`config.mk`:
```
export PLATFORM = sky130hd
export DESIGN_NAME = qdr_cmd_buffer_flat
export DESIGN_NICKNAME = d
export VERILOG_FILES = /design/src/rtl/qdr_cmd_buffer_if.sv /design/src/rtl/qdr_cmd_buffer.sv /design/src/flat_wrapper.sv
export SDC_FILE = /design/constraint.sdc
export NUM_CORES = 1
export LEC_CHECK = 0
export CORE_ASPECT_RATIO = 1.1
export CORE_MARGIN = 2
export CORE_UTILIZATION = 45
export CTS_BUF_LIST = sky130_fd_sc_hd__clkbuf_2 sky130_fd_sc_hd__clkbuf_4 sky130_fd_sc_hd__clkbuf_8
export CTS_CLUSTER_SIZE = 28
export DETAILED_ROUTE_END_ITERATION = 8
export DONT_BUFFER_PORTS = 1
export SLEW_MARGIN = 0
export SYNTH_ARGS = -nofsm -noshare
export SYNTH_HDL_FRONTEND = slang
export SYNTH_SLANG_ARGS = --single-unit
```
`constraint.sdc`:
```
create_clock -name qdr_clk -period 17.7 [get_ports qdr_clk]
set_input_delay 0.885 -clock qdr_clk [delete_from_list [all_inputs] [get_ports qdr_clk]]
set_output_delay 0.885 -clock qdr_clk [all_outputs]
set_load 0.01 [all_outputs]
```
`src/rtl/qdr_cmd_buffer_if.sv`:
```
// Signal bundle between user logic, the command buffer and the QDR sniffer slave port.
// The buffer sits on the slave modport; the driving side (user + sniffer model) uses master.
interface qdr_cmd_buffer_if #(
    parameter int ADDR_WIDTH         = 32,
    parameter int DATA_WIDTH         = 36,
    parameter int BE_WIDTH           = 4,
    parameter int DEPTH              = 16,
    parameter int MAX_RD_OUTSTANDING = 15
);
    localparam int LVL_W = $clog2(DEPTH) + 1;
    localparam int OUT_W = $clog2(MAX_RD_OUTSTANDING + 1);

    logic [ADDR_WIDTH-1:0] usr_addr;
    logic                  usr_wr_en;
    logic                  usr_rd_en;
    logic [DATA_WIDTH-1:0] usr_wr_data;
    logic [BE_WIDTH-1:0]   usr_wr_be;
    logic                  usr_rdy;
    logic [DATA_WIDTH-1:0] usr_rd_data;
    logic                  usr_rd_dvld;
    logic [ADDR_WIDTH-1:0] slave_addr;
    logic                  slave_wr_strb;
    logic [DATA_WIDTH-1:0] slave_wr_data;
    logic [BE_WIDTH-1:0]   slave_wr_be;
    logic                  slave_rd_strb;
    logic [DATA_WIDTH-1:0] slave_rd_data;
    logic                  slave_rd_dvld;
    logic                  slave_ack;
    logic                  phy_rdy;
    logic [LVL_W-1:0]      fifo_level;
    logic [OUT_W-1:0]      rd_outstanding;
    logic [2:0]            err_flags;
    logic [1:0]            state_dbg;

    // Handshake: a command is taken on a clock edge where usr_rdy & (usr_wr_en | usr_rd_en);
    // a strobed command is retired on the edge where slave_ack is high (or on timeout).
    modport slave (
        input  usr_addr, usr_wr_en, usr_rd_en, usr_wr_data, usr_wr_be,
        input  slave_rd_data, slave_rd_dvld, slave_ack, phy_rdy,
        output usr_rdy, usr_rd_data, usr_rd_dvld,
        output slave_addr, slave_wr_strb, slave_wr_data, slave_wr_be, slave_rd_strb,
        output fifo_level, rd_outstanding, err_flags, state_dbg
    );

    modport master (
        output usr_addr, usr_wr_en, usr_rd_en, usr_wr_data, usr_wr_be,
        output slave_rd_data, slave_rd_dvld, slave_ack, phy_rdy,
        input  usr_rdy, usr_rd_data, usr_rd_dvld,
        input  slave_addr, slave_wr_strb, slave_wr_data, slave_wr_be, slave_rd_strb,
        input  fifo_level, rd_outstanding, err_flags, state_dbg
    );
endinterface

```
`src/rtl/qdr_cmd_buffer.sv`:
```
// Command FIFO in front of the QDR sniffer slave port: issues one command at a time,
// waits for ack (with timeout), tracks outstanding reads and returns read data.
module qdr_cmd_buffer #(
    parameter int ADDR_WIDTH         = 32,
    parameter int DATA_WIDTH         = 36,
    parameter int BE_WIDTH           = 4,
    parameter int DEPTH              = 16,
    parameter int MAX_RD_OUTSTANDING = 15,
    parameter int ACK_TIMEOUT        = 255
) (
    input logic             qdr_clk,
    input logic             qdr_reset,
    qdr_cmd_buffer_if.slave bus
);
    localparam int PTR_W   = $clog2(DEPTH);
    localparam int LVL_W   = PTR_W + 1;
    localparam int OUT_W   = $clog2(MAX_RD_OUTSTANDING + 1);
    localparam int TO_W    = $clog2(ACK_TIMEOUT + 1);
    localparam int ENTRY_W = 1 + ADDR_WIDTH + DATA_WIDTH + BE_WIDTH;

    localparam logic [LVL_W-1:0] FULL_LVL = LVL_W'(DEPTH);
    localparam logic [OUT_W-1:0] MAX_OUT  = OUT_W'(MAX_RD_OUTSTANDING);
    localparam logic [TO_W-1:0]  TO_LAST  = TO_W'(ACK_TIMEOUT - 1);

    typedef enum logic [1:0] {
        IDLE     = 2'd0,
        ISSUE    = 2'd1,
        WAIT_ACK = 2'd2
    } state_t;

    state_t state, state_next;

    logic [ENTRY_W-1:0]    mem [DEPTH];
    logic [PTR_W-1:0]      wr_ptr, rd_ptr;
    logic [LVL_W-1:0]      level, level_next;
    logic                  rdy_q;
    logic [OUT_W-1:0]      outstanding;
    logic [TO_W-1:0]       to_cnt;
    logic [2:0]            err_q;
    logic [DATA_WIDTH-1:0] rd_data_q;
    logic                  rd_dvld_q;

    logic                  push, pop, timeout, rd_ack, active;
    logic                  head_wr;
    logic [ADDR_WIDTH-1:0] head_addr;
    logic [DATA_WIDTH-1:0] head_data;
    logic [BE_WIDTH-1:0]   head_be;

    assign {head_wr, head_addr, head_data, head_be} = mem[rd_ptr];

    // usr_rdy already guarantees the FIFO is not full, so a push never overwrites.
    assign push   = rdy_q & (bus.usr_wr_en | bus.usr_rd_en);
    assign active = (state == ISSUE) || (state == WAIT_ACK);
    assign rd_ack = active & bus.slave_ack & ~head_wr;

    always_comb begin
        state_next = state;
        pop        = 1'b0;
        timeout    = 1'b0;
        case (state)
            IDLE: begin
                if ((level != '0) && bus.phy_rdy && (head_wr || (outstanding < MAX_OUT)))
                    state_next = ISSUE;
            end
            ISSUE: begin
                if (bus.slave_ack) begin
                    pop        = 1'b1;
                    state_next = IDLE;
                end else begin
                    state_next = WAIT_ACK;
                end
            end
            WAIT_ACK: begin
                if (bus.slave_ack) begin
                    pop        = 1'b1;
                    state_next = IDLE;
                end else if (to_cnt == TO_LAST) begin
                    pop        = 1'b1;
                    timeout    = 1'b1;
                    state_next = IDLE;
                end
            end
            default: state_next = IDLE;
        endcase
    end

    always_comb begin
        level_next = level;
        case ({push, pop})
            2'b10:   level_next = level + 1'b1;
            2'b01:   level_next = level - 1'b1;
            default: level_next = level;
        endcase
    end

    always_ff @(posedge qdr_clk) begin
        if (push)
            mem[wr_ptr] <= {bus.usr_wr_en, bus.usr_addr, bus.usr_wr_data, bus.usr_wr_be};
    end

    always_ff @(posedge qdr_clk or posedge qdr_reset) begin
        if (qdr_reset) begin
            state  <= IDLE;
            wr_ptr <= '0;
            rd_ptr <= '0;
            level  <= '0;
            rdy_q  <= 1'b0;
            to_cnt <= '0;
        end else begin
            state  <= state_next;
            level  <= level_next;
            rdy_q  <= (level_next != FULL_LVL);
            if (push) wr_ptr <= wr_ptr + 1'b1;
            if (pop)  rd_ptr <= rd_ptr + 1'b1;
            to_cnt <= (state == WAIT_ACK) ? to_cnt + 1'b1 : '0;
        end
    end

    // Outstanding reads: a dvld with nothing in flight is an error and leaves the count alone.
    always_ff @(posedge qdr_clk or posedge qdr_reset) begin
        if (qdr_reset) begin
            outstanding <= '0;
            err_q       <= '0;
            rd_data_q   <= '0;
            rd_dvld_q   <= 1'b0;
        end else begin
            if (rd_ack && !bus.slave_rd_dvld)
                outstanding <= outstanding + 1'b1;
            else if (!rd_ack && bus.slave_rd_dvld && (outstanding != '0))
                outstanding <= outstanding - 1'b1;
            if (rdy_q && bus.usr_wr_en && bus.usr_rd_en) err_q[0] <= 1'b1;
            if (timeout)                                  err_q[1] <= 1'b1;
            if (bus.slave_rd_dvld && (outstanding == '0)) err_q[2] <= 1'b1;
            rd_data_q <= bus.slave_rd_data;
            rd_dvld_q <= bus.slave_rd_dvld;
        end
    end

    assign bus.usr_rdy        = rdy_q;
    assign bus.usr_rd_data    = rd_data_q;
    assign bus.usr_rd_dvld    = rd_dvld_q;
    assign bus.slave_addr     = active ? head_addr : '0;
    assign bus.slave_wr_data  = active ? head_data : '0;
    assign bus.slave_wr_be    = active ? head_be : '0;
    assign bus.slave_wr_strb  = (state == ISSUE) & head_wr;
    assign bus.slave_rd_strb  = (state == ISSUE) & ~head_wr;
    assign bus.fifo_level     = level;
    assign bus.rd_outstanding = outstanding;
    assign bus.err_flags      = err_q;
    assign bus.state_dbg      = state;
endmodule

```
`src/flat_wrapper.sv`:
```
// flat-port wrapper written by rule: the top's interface ports become plain ports
module qdr_cmd_buffer_flat 
#(
    parameter int ADDR_WIDTH         = 32,
    parameter int DATA_WIDTH         = 36,
    parameter int BE_WIDTH           = 4,
    parameter int DEPTH              = 16,
    parameter int MAX_RD_OUTSTANDING = 15,
    parameter int ACK_TIMEOUT        = 255
)
  (qdr_clk, qdr_reset, bus_usr_addr, bus_usr_wr_en, bus_usr_rd_en, bus_usr_wr_data, bus_usr_wr_be, bus_slave_rd_data, bus_slave_rd_dvld, bus_slave_ack, bus_phy_rdy, bus_usr_rdy, bus_usr_rd_data, bus_usr_rd_dvld, bus_slave_addr, bus_slave_wr_strb, bus_slave_wr_data, bus_slave_wr_be, bus_slave_rd_strb, bus_fifo_level, bus_rd_outstanding, bus_err_flags, bus_state_dbg);
  qdr_cmd_buffer_if #(.ADDR_WIDTH(ADDR_WIDTH), .DATA_WIDTH(DATA_WIDTH), .BE_WIDTH(BE_WIDTH), .DEPTH(DEPTH), .MAX_RD_OUTSTANDING(MAX_RD_OUTSTANDING)) bus_i ();
  input logic qdr_clk;
  input logic qdr_reset;
  input wire logic [$bits(bus_i.usr_addr)-1:0] bus_usr_addr;
  input wire logic [$bits(bus_i.usr_wr_en)-1:0] bus_usr_wr_en;
  input wire logic [$bits(bus_i.usr_rd_en)-1:0] bus_usr_rd_en;
  input wire logic [$bits(bus_i.usr_wr_data)-1:0] bus_usr_wr_data;
  input wire logic [$bits(bus_i.usr_wr_be)-1:0] bus_usr_wr_be;
  input wire logic [$bits(bus_i.slave_rd_data)-1:0] bus_slave_rd_data;
  input wire logic [$bits(bus_i.slave_rd_dvld)-1:0] bus_slave_rd_dvld;
  input wire logic [$bits(bus_i.slave_ack)-1:0] bus_slave_ack;
  input wire logic [$bits(bus_i.phy_rdy)-1:0] bus_phy_rdy;
  output wire logic [$bits(bus_i.usr_rdy)-1:0] bus_usr_rdy;
  output wire logic [$bits(bus_i.usr_rd_data)-1:0] bus_usr_rd_data;
  output wire logic [$bits(bus_i.usr_rd_dvld)-1:0] bus_usr_rd_dvld;
  output wire logic [$bits(bus_i.slave_addr)-1:0] bus_slave_addr;
  output wire logic [$bits(bus_i.slave_wr_strb)-1:0] bus_slave_wr_strb;
  output wire logic [$bits(bus_i.slave_wr_data)-1:0] bus_slave_wr_data;
  output wire logic [$bits(bus_i.slave_wr_be)-1:0] bus_slave_wr_be;
  output wire logic [$bits(bus_i.slave_rd_strb)-1:0] bus_slave_rd_strb;
  output wire logic [$bits(bus_i.fifo_level)-1:0] bus_fifo_level;
  output wire logic [$bits(bus_i.rd_outstanding)-1:0] bus_rd_outstanding;
  output wire logic [$bits(bus_i.err_flags)-1:0] bus_err_flags;
  output wire logic [$bits(bus_i.state_dbg)-1:0] bus_state_dbg;
  assign bus_i.usr_addr = bus_usr_addr;
  assign bus_i.usr_wr_en = bus_usr_wr_en;
  assign bus_i.usr_rd_en = bus_usr_rd_en;
  assign bus_i.usr_wr_data = bus_usr_wr_data;
  assign bus_i.usr_wr_be = bus_usr_wr_be;
  assign bus_i.slave_rd_data = bus_slave_rd_data;
  assign bus_i.slave_rd_dvld = bus_slave_rd_dvld;
  assign bus_i.slave_ack = bus_slave_ack;
  assign bus_i.phy_rdy = bus_phy_rdy;
  assign bus_usr_rdy = bus_i.usr_rdy;
  assign bus_usr_rd_data = bus_i.usr_rd_data;
  assign bus_usr_rd_dvld = bus_i.usr_rd_dvld;
  assign bus_slave_addr = bus_i.slave_addr;
  assign bus_slave_wr_strb = bus_i.slave_wr_strb;
  assign bus_slave_wr_data = bus_i.slave_wr_data;
  assign bus_slave_wr_be = bus_i.slave_wr_be;
  assign bus_slave_rd_strb = bus_i.slave_rd_strb;
  assign bus_fifo_level = bus_i.fifo_level;
  assign bus_rd_outstanding = bus_i.rd_outstanding;
  assign bus_err_flags = bus_i.err_flags;
  assign bus_state_dbg = bus_i.state_dbg;
  qdr_cmd_buffer #(.ADDR_WIDTH(ADDR_WIDTH), .DATA_WIDTH(DATA_WIDTH), .BE_WIDTH(BE_WIDTH), .DEPTH(DEPTH), .MAX_RD_OUTSTANDING(MAX_RD_OUTSTANDING), .ACK_TIMEOUT(ACK_TIMEOUT)) u_core (.qdr_clk(qdr_clk), .qdr_reset(qdr_reset), .bus(bus_i));
endmodule
```
======== Yosys cells after proc, flatten, opt, wreduce, memory -nomap -nowiden ========
Memories as Yosys holds them, arrays and structs flattened.
Index checks and enable logic that the tools add are counted.
operators by class
  add/sub/neg operators ................... 7
  order comparisons ....................... 1
  bitwise logic cells ..................... 7
  muxes and demuxes ....................... 20
  reductions and logical operators ........ 18
  equal/unequal tests ..................... 8
operator list
  cell                                                 number
  2-to-1 mux 36 bit                                    1
  2-to-1 mux 32 bit                                    1
  adder 4 x 1 -> 4 bit, second input constant          3
  2-to-1 mux 4 bit                                     3
  one-hot mux 5 bit (2 select lines)                   1
  adder 8 x 1 -> 8 bit, second input constant          1
  equality test 8 bit, second input constant           1
  logical AND 1 bit                                    8
  2-to-1 mux 2 bit                                     4
  2-to-1 mux 8 bit                                     1
  2-to-1 mux 1 bit                                     7
  one-hot mux 2 bit (3 select lines)                   1
  adder 5 x 1 -> 5 bit, second input constant          1
  bitwise AND 1 bit                                    5
  != test 5 bit, second input constant                 1
  nonzero test 5 bit                                   1
  subtractor 5 x 1 -> 5 bit, second input constant     1
  equality test 2 x 1 -> 1 bit, second input constant  2
  equality test 2 bit, second input constant           2
  logical NOT 4 bit                                    1
  < comparator 4 bit, second input constant            1
  nonzero test 4 bit                                   1
  subtractor 4 x 1 -> 4 bit, second input constant     1
  != test 3 x 2 -> 1 bit, second input constant        1
  9 further kinds                                      11
storage, ports and cells
  word-level logic and storage cells ...... 74
  output and inout bits ................... 126
  bits in writable memories ............... 1168
  memories kept ........................... 1
  register bits after elaboration ......... 68
memory list
  name        words  width  read ports  clocked after Yosys merged registers in  write ports  line                  RTL
  u_core.mem  16     73     1           0                                        1            qdr_cmd_buffer.sv:33  logic [ENTRY_W-1:0] mem [DEPTH];

======== Logic depth before layout (Yosys ltp) ========
  depth in word-level cells ............... 9
  gate-level depth with buffers ........... 14
  mapped depth without buffers ............ 13

======== Worst setup path after synthesis ========
Ideal clock, no wire load.
  kind .................................... input port to flip-flop
  from .................................... in bus_usr_rd_en
  to ...................................... mem u_core.mem[3][0] in the netlist's numbering (enable)
  setup time .............................. 0.594 ns
  setup slack ............................. 10.698 ns
  stages .................................. 4
  buffers on the path ..................... 1
  arrival time ............................ 6.408 ns
  cell sequence ........................... o21a_1 > clkbuf_1 > nand2_1 > nor3_1
on the way
  longest elaborated chain between the ends .. 4
RTL lines
  item                                    line                  RTL
  from (decl)                             flat_wrapper.sv:17    input wire logic [$bits(bus_i.usr_rd_en)-1:0] bus_usr_rd_en;
  OR 1 bit                                qdr_cmd_buffer.sv:52  assign push = rdy_q & (bus.usr_wr_en | bus.usr_rd_en);
  bitwise AND 1 bit                       qdr_cmd_buffer.sv:52
  2-to-1 mux 1 bit                        qdr_cmd_buffer.sv:97  if (push)
  2-to-1 mux 1 bit (implied by the code)  qdr_cmd_buffer.sv:98  mem[wr_ptr] <= {bus.usr_wr_en, bus.usr_addr, bus.usr_wr_data, bus.usr_wr_be};
  to (decl)                               qdr_cmd_buffer.sv:33
Every way passes these cells.

======== Final worst setup path ========
  from .................................... reg u_core.rd_ptr[0]
  to ...................................... out bus_slave_wr_data[25]
on the way
  longest elaborated chain between the ends .. 2
RTL lines
  item                       line                   RTL
  from (decl)                qdr_cmd_buffer.sv:34   logic [PTR_W-1:0] wr_ptr, rd_ptr;
  from (signal assigned)     qdr_cmd_buffer.sv:114  if (pop) rd_ptr <= rd_ptr + 1'b1;
  memory read (16 x 73 bit)  -
  2-to-1 mux 36 bit          qdr_cmd_buffer.sv:143  assign bus.slave_wr_data = active ? head_data : '0;
  to (decl)                  flat_wrapper.sv:29     output wire logic [$bits(bus_i.slave_wr_data)-1:0] bus_slave_wr_data;
Every way passes these cells.

==> out/metrics.yaml <==
rr_worst_depth: 11
postCtsSetupBuffers: 0
cp-start-kind: "register"
ir_drop_mv: 0.140
grt_overflow: 0
dp.cells: 3278
yosys.area.top_type: "edfxtp_1"
slew_headroom_pct: 24.4
num_rows: 124
ys_ff_latch: 1236
grt_pass1_vias: 22400
cts.repair.resized: 0
numCtsBuffers: 187
synth_edf_count: 1168
p_comb_share_pct: 27.6
cts_root_buffer: "clkbuf_8"
via_count: 20800
min_path_type: "in2reg"
numPortBuffers: 0
clkPwrFrac_pct: 27.3
reg2reg_from: "u_core.rd_ptr[2]"
timing.hold.ws_ps: 89.2
arrival_ps: 6010
finalSetupViolCount: 0
r2r_slack_ps: 12350
p_switching_w: 0.00259
core-area_mm2: 0.104
synthesis.nets: 2075
synth_cell_types: 48
outcome: "finished, final reports clean"
route.detailed.drc: 0
criticalPathCategory: "reg2out"
crit_path_start: "u_core.rd_ptr[0]"
synth_area_per_cell_um2: 24.1
cts_buffer_depth: 3
final_nets: 2229
tns_ps: 0
worst_slack_ps: 10810
synth-xor-area-share_pct: 0.298
synthArstFlopShare_pct: 5.50
io_pins: 241
maxCapViolCount: 0
critPathCapture: "bus_slave_wr_data[25]"
hold_buffers: 18
grt_pass1_wl_um: 154000
synth_top_area_share_pct: 74.7
clkTransAtPathRegs_ps: 60
netlist_instances: 1945
rsz0062_at_grt: "no"
grt_usage_pct: 20.0
syn_to_final_growth_pct: 12.3
synthAdderAreaFrac_pct: 0.416
fin_crit_ps: 6890
instances_no_fill: 3627
layout_commonest_cell: "edfxtp_1"
fin_crit_sh_pct: 38.9
die_width_um: 312
pwr_density_cell_mw_per_mm2: 163
place_congestion: 0.740
synthSimpleGateAreaFrac_pct: 1.91
start_util_pct: 45.3
yosysWarningCount: 0
leakage_nw: 16.6
h-tree-depth: 4
wl_per_cell_um: 29.1
dr.pass1.iters: 5
multi_input_comb_area_mm2: 0.00988
synth_top_family_by_area: "multiplexers"
layout_common_cells: "1168 x edfxtp_1, 365 x mux4_2, 194 x clkbuf_8, 81 x and2_1, 64 x dfrtp_1"
synth.area.top_cells: "edfxtp_1 75%, mux4_2 18%, dfrtp_1 3.6%"
p_int_w: 0.00601
cts_tree: "yes"
hold_violations: 0
dp_hpwl_um: 52900
dieArea_mm2: 0.107
max_freq_mhz: 145
fill_cells: 8135
grt_antenna_before_repair: 2
seq_area_frac_synth_pct: 78.3
netlist_area_mm2: 0.0470
final_max_slew_viol_count: 0
finalClockSkew_ps: 44.4
worstMarginPinSlew_ps: 1130
synthFlopType: "edfxtp_1"
worst_ep_required_time_ps: 16820
hold_start: "bus_slave_rd_data[22]"
wirelength_um: 106000
vias_per_cell: 5.72
p_seq_share_pct: 45.1
drive_gt1_share_pct: 32.3
ant_nets: 0
synth_mux_area_share_pct: 17.6
pre_cts_ws_ps: 11430
fp.dieH_um: 343
grt_max_degree: 124
worstReg2RegEnd: "u_core.bus.rd_outstanding[3]"
synth_compound_area_share_pct: 0.554
cts_sinks: 1236
endpoint_kind: "primary output"
cp_max_fo: 100
finish.utilization_pct: 50.9
insertion_delay_ps: 840
ff_latch_area_mm2: 0.0368
p_sw_share_pct: 30.1
drt_iter0_drc: 1790
==> sequential cells by signal, indices dropped and copies added (netlist names) <==
| name | cells |
|---|---|
| u_core.bus.err_flags | 3 |
| u_core.bus.fifo_level | 5 |
| u_core.bus.rd_outstanding | 4 |
| u_core.bus.state_dbg | 2 |
| u_core.bus.usr_rd_data | 36 |
| u_core.bus.usr_rd_dvld | 1 |
| u_core.bus.usr_rdy | 1 |
| u_core.mem | 1168 |
| u_core.rd_ptr | 4 |
| u_core.to_cnt | 8 |
| u_core.wr_ptr | 4 |
==> power by group through the flow <==
| stage | sequential (W) | clock (W) | combinational (W) |
|---|---|---|---|
| after floorplan | 0.00383 | 0 | 0.00179 |
| after global placement | 0.00392 | 0 | 0.00243 |
| after detailed placement | 0.00394 | 0 | 0.00245 |
| after CTS | 0.00389 | 0.00240 | 0.00246 |
| after global routing | 0.00391 | 0.00252 | 0.00255 |
| final | 0.00388 | 0.00235 | 0.00237 |
==> cell type report <==
type                    instances  area share [%]
diodes                          1         0.00475
flip-flops and latches       1236            69.8
well taps                    1386            3.29
repair buffers                 62            1.02
clock buffers                 242            5.75
multi-input cells             601            18.7
clock inverters                88            1.33
inverters                      11          0.0783
==> critical path, cell delays in order, from the launching register on <==
cell and delay (ps):
dfrtp_4 1020, buf_12 650, buf_4 860, buf_4 860, mux4_2 600, mux4_2 540
and2_1 230
==> cell usage after synthesis, types with 2 or more instances <==
| cell type | n |
|---|---|
| a2111oi_0 | 2 |
| a21o_1 | 5 |
| a21oi_1 | 7 |
| and2_1 | 81 |
| and3_1 | 2 |
| buf_1 | 22 |
| buf_2 | 8 |
| clkbuf_1 | 66 |
| dfrtp_1 | 68 |
| edfxtp_1 | 1168 |
| ha_1 | 14 |
| inv_1 | 10 |
| mux2_1 | 3 |
| mux4_2 | 365 |
| nand2_1 | 14 |
| nand2b_1 | 2 |
| nand3_1 | 6 |
| nand4_1 | 6 |
| nor2_1 | 29 |
| nor2b_1 | 7 |
| nor3_1 | 8 |
| o21ai_0 | 4 |
| o21ai_1 | 7 |
| or3_1 | 3 |
| xnor2_1 | 12 |
| xor2_1 | 4 |
==> per-stage QoR <==
step,cell area (µm²),total power (W)
3_5_place_dp,48800,0.00639
6_report,52700,0.00859
2_1_floorplan,47000,0.00562
5_1_grt,52700,0.00898
4_1_cts,52700,0.00875
3_3_place_gp,48800,0.00635
==> how the worst min path moves through the flow <==
stage                                             to  slack (ps)  cells past startpoint
after floorplan                     u_core.to_cnt[0]         490                      1
after global placement       u_core.bus.err_flags[2]         520                      1
after detailed placement            u_core.to_cnt[0]         520                      1
after CTS                 u_core.bus.usr_rd_data[27]           2                      0
after global routing      u_core.bus.usr_rd_data[22]          40                      0
final                     u_core.bus.usr_rd_data[22]          90                      0
==> per-layer routing <==
| metal | GRT usage, % | vias up | wire, µm |
|---|---|---|---|
| met2 | 35.7 | 658 | 56700 |
| met5 | 0 | - | 0 |
| met1 | 24.6 | 11300 | 40400 |
| met3 | 4.50 | 153 | 6530 |
| li1 | - | 8601 | - |
| met4 | 5.78 | 0 | 1980 |
==> cell families after synthesis <==
group / after synthesis
AO/OA/AOI/OAI: 39
XOR/XNOR: 16
adder cells (fa/ha/maj): 15
buffers and inverters: 108
flip-flops: 1236
multiplexers: 369
AND/OR/NAND/NOR: 162
Note: power is estimated with default switching activity, not from simulation.
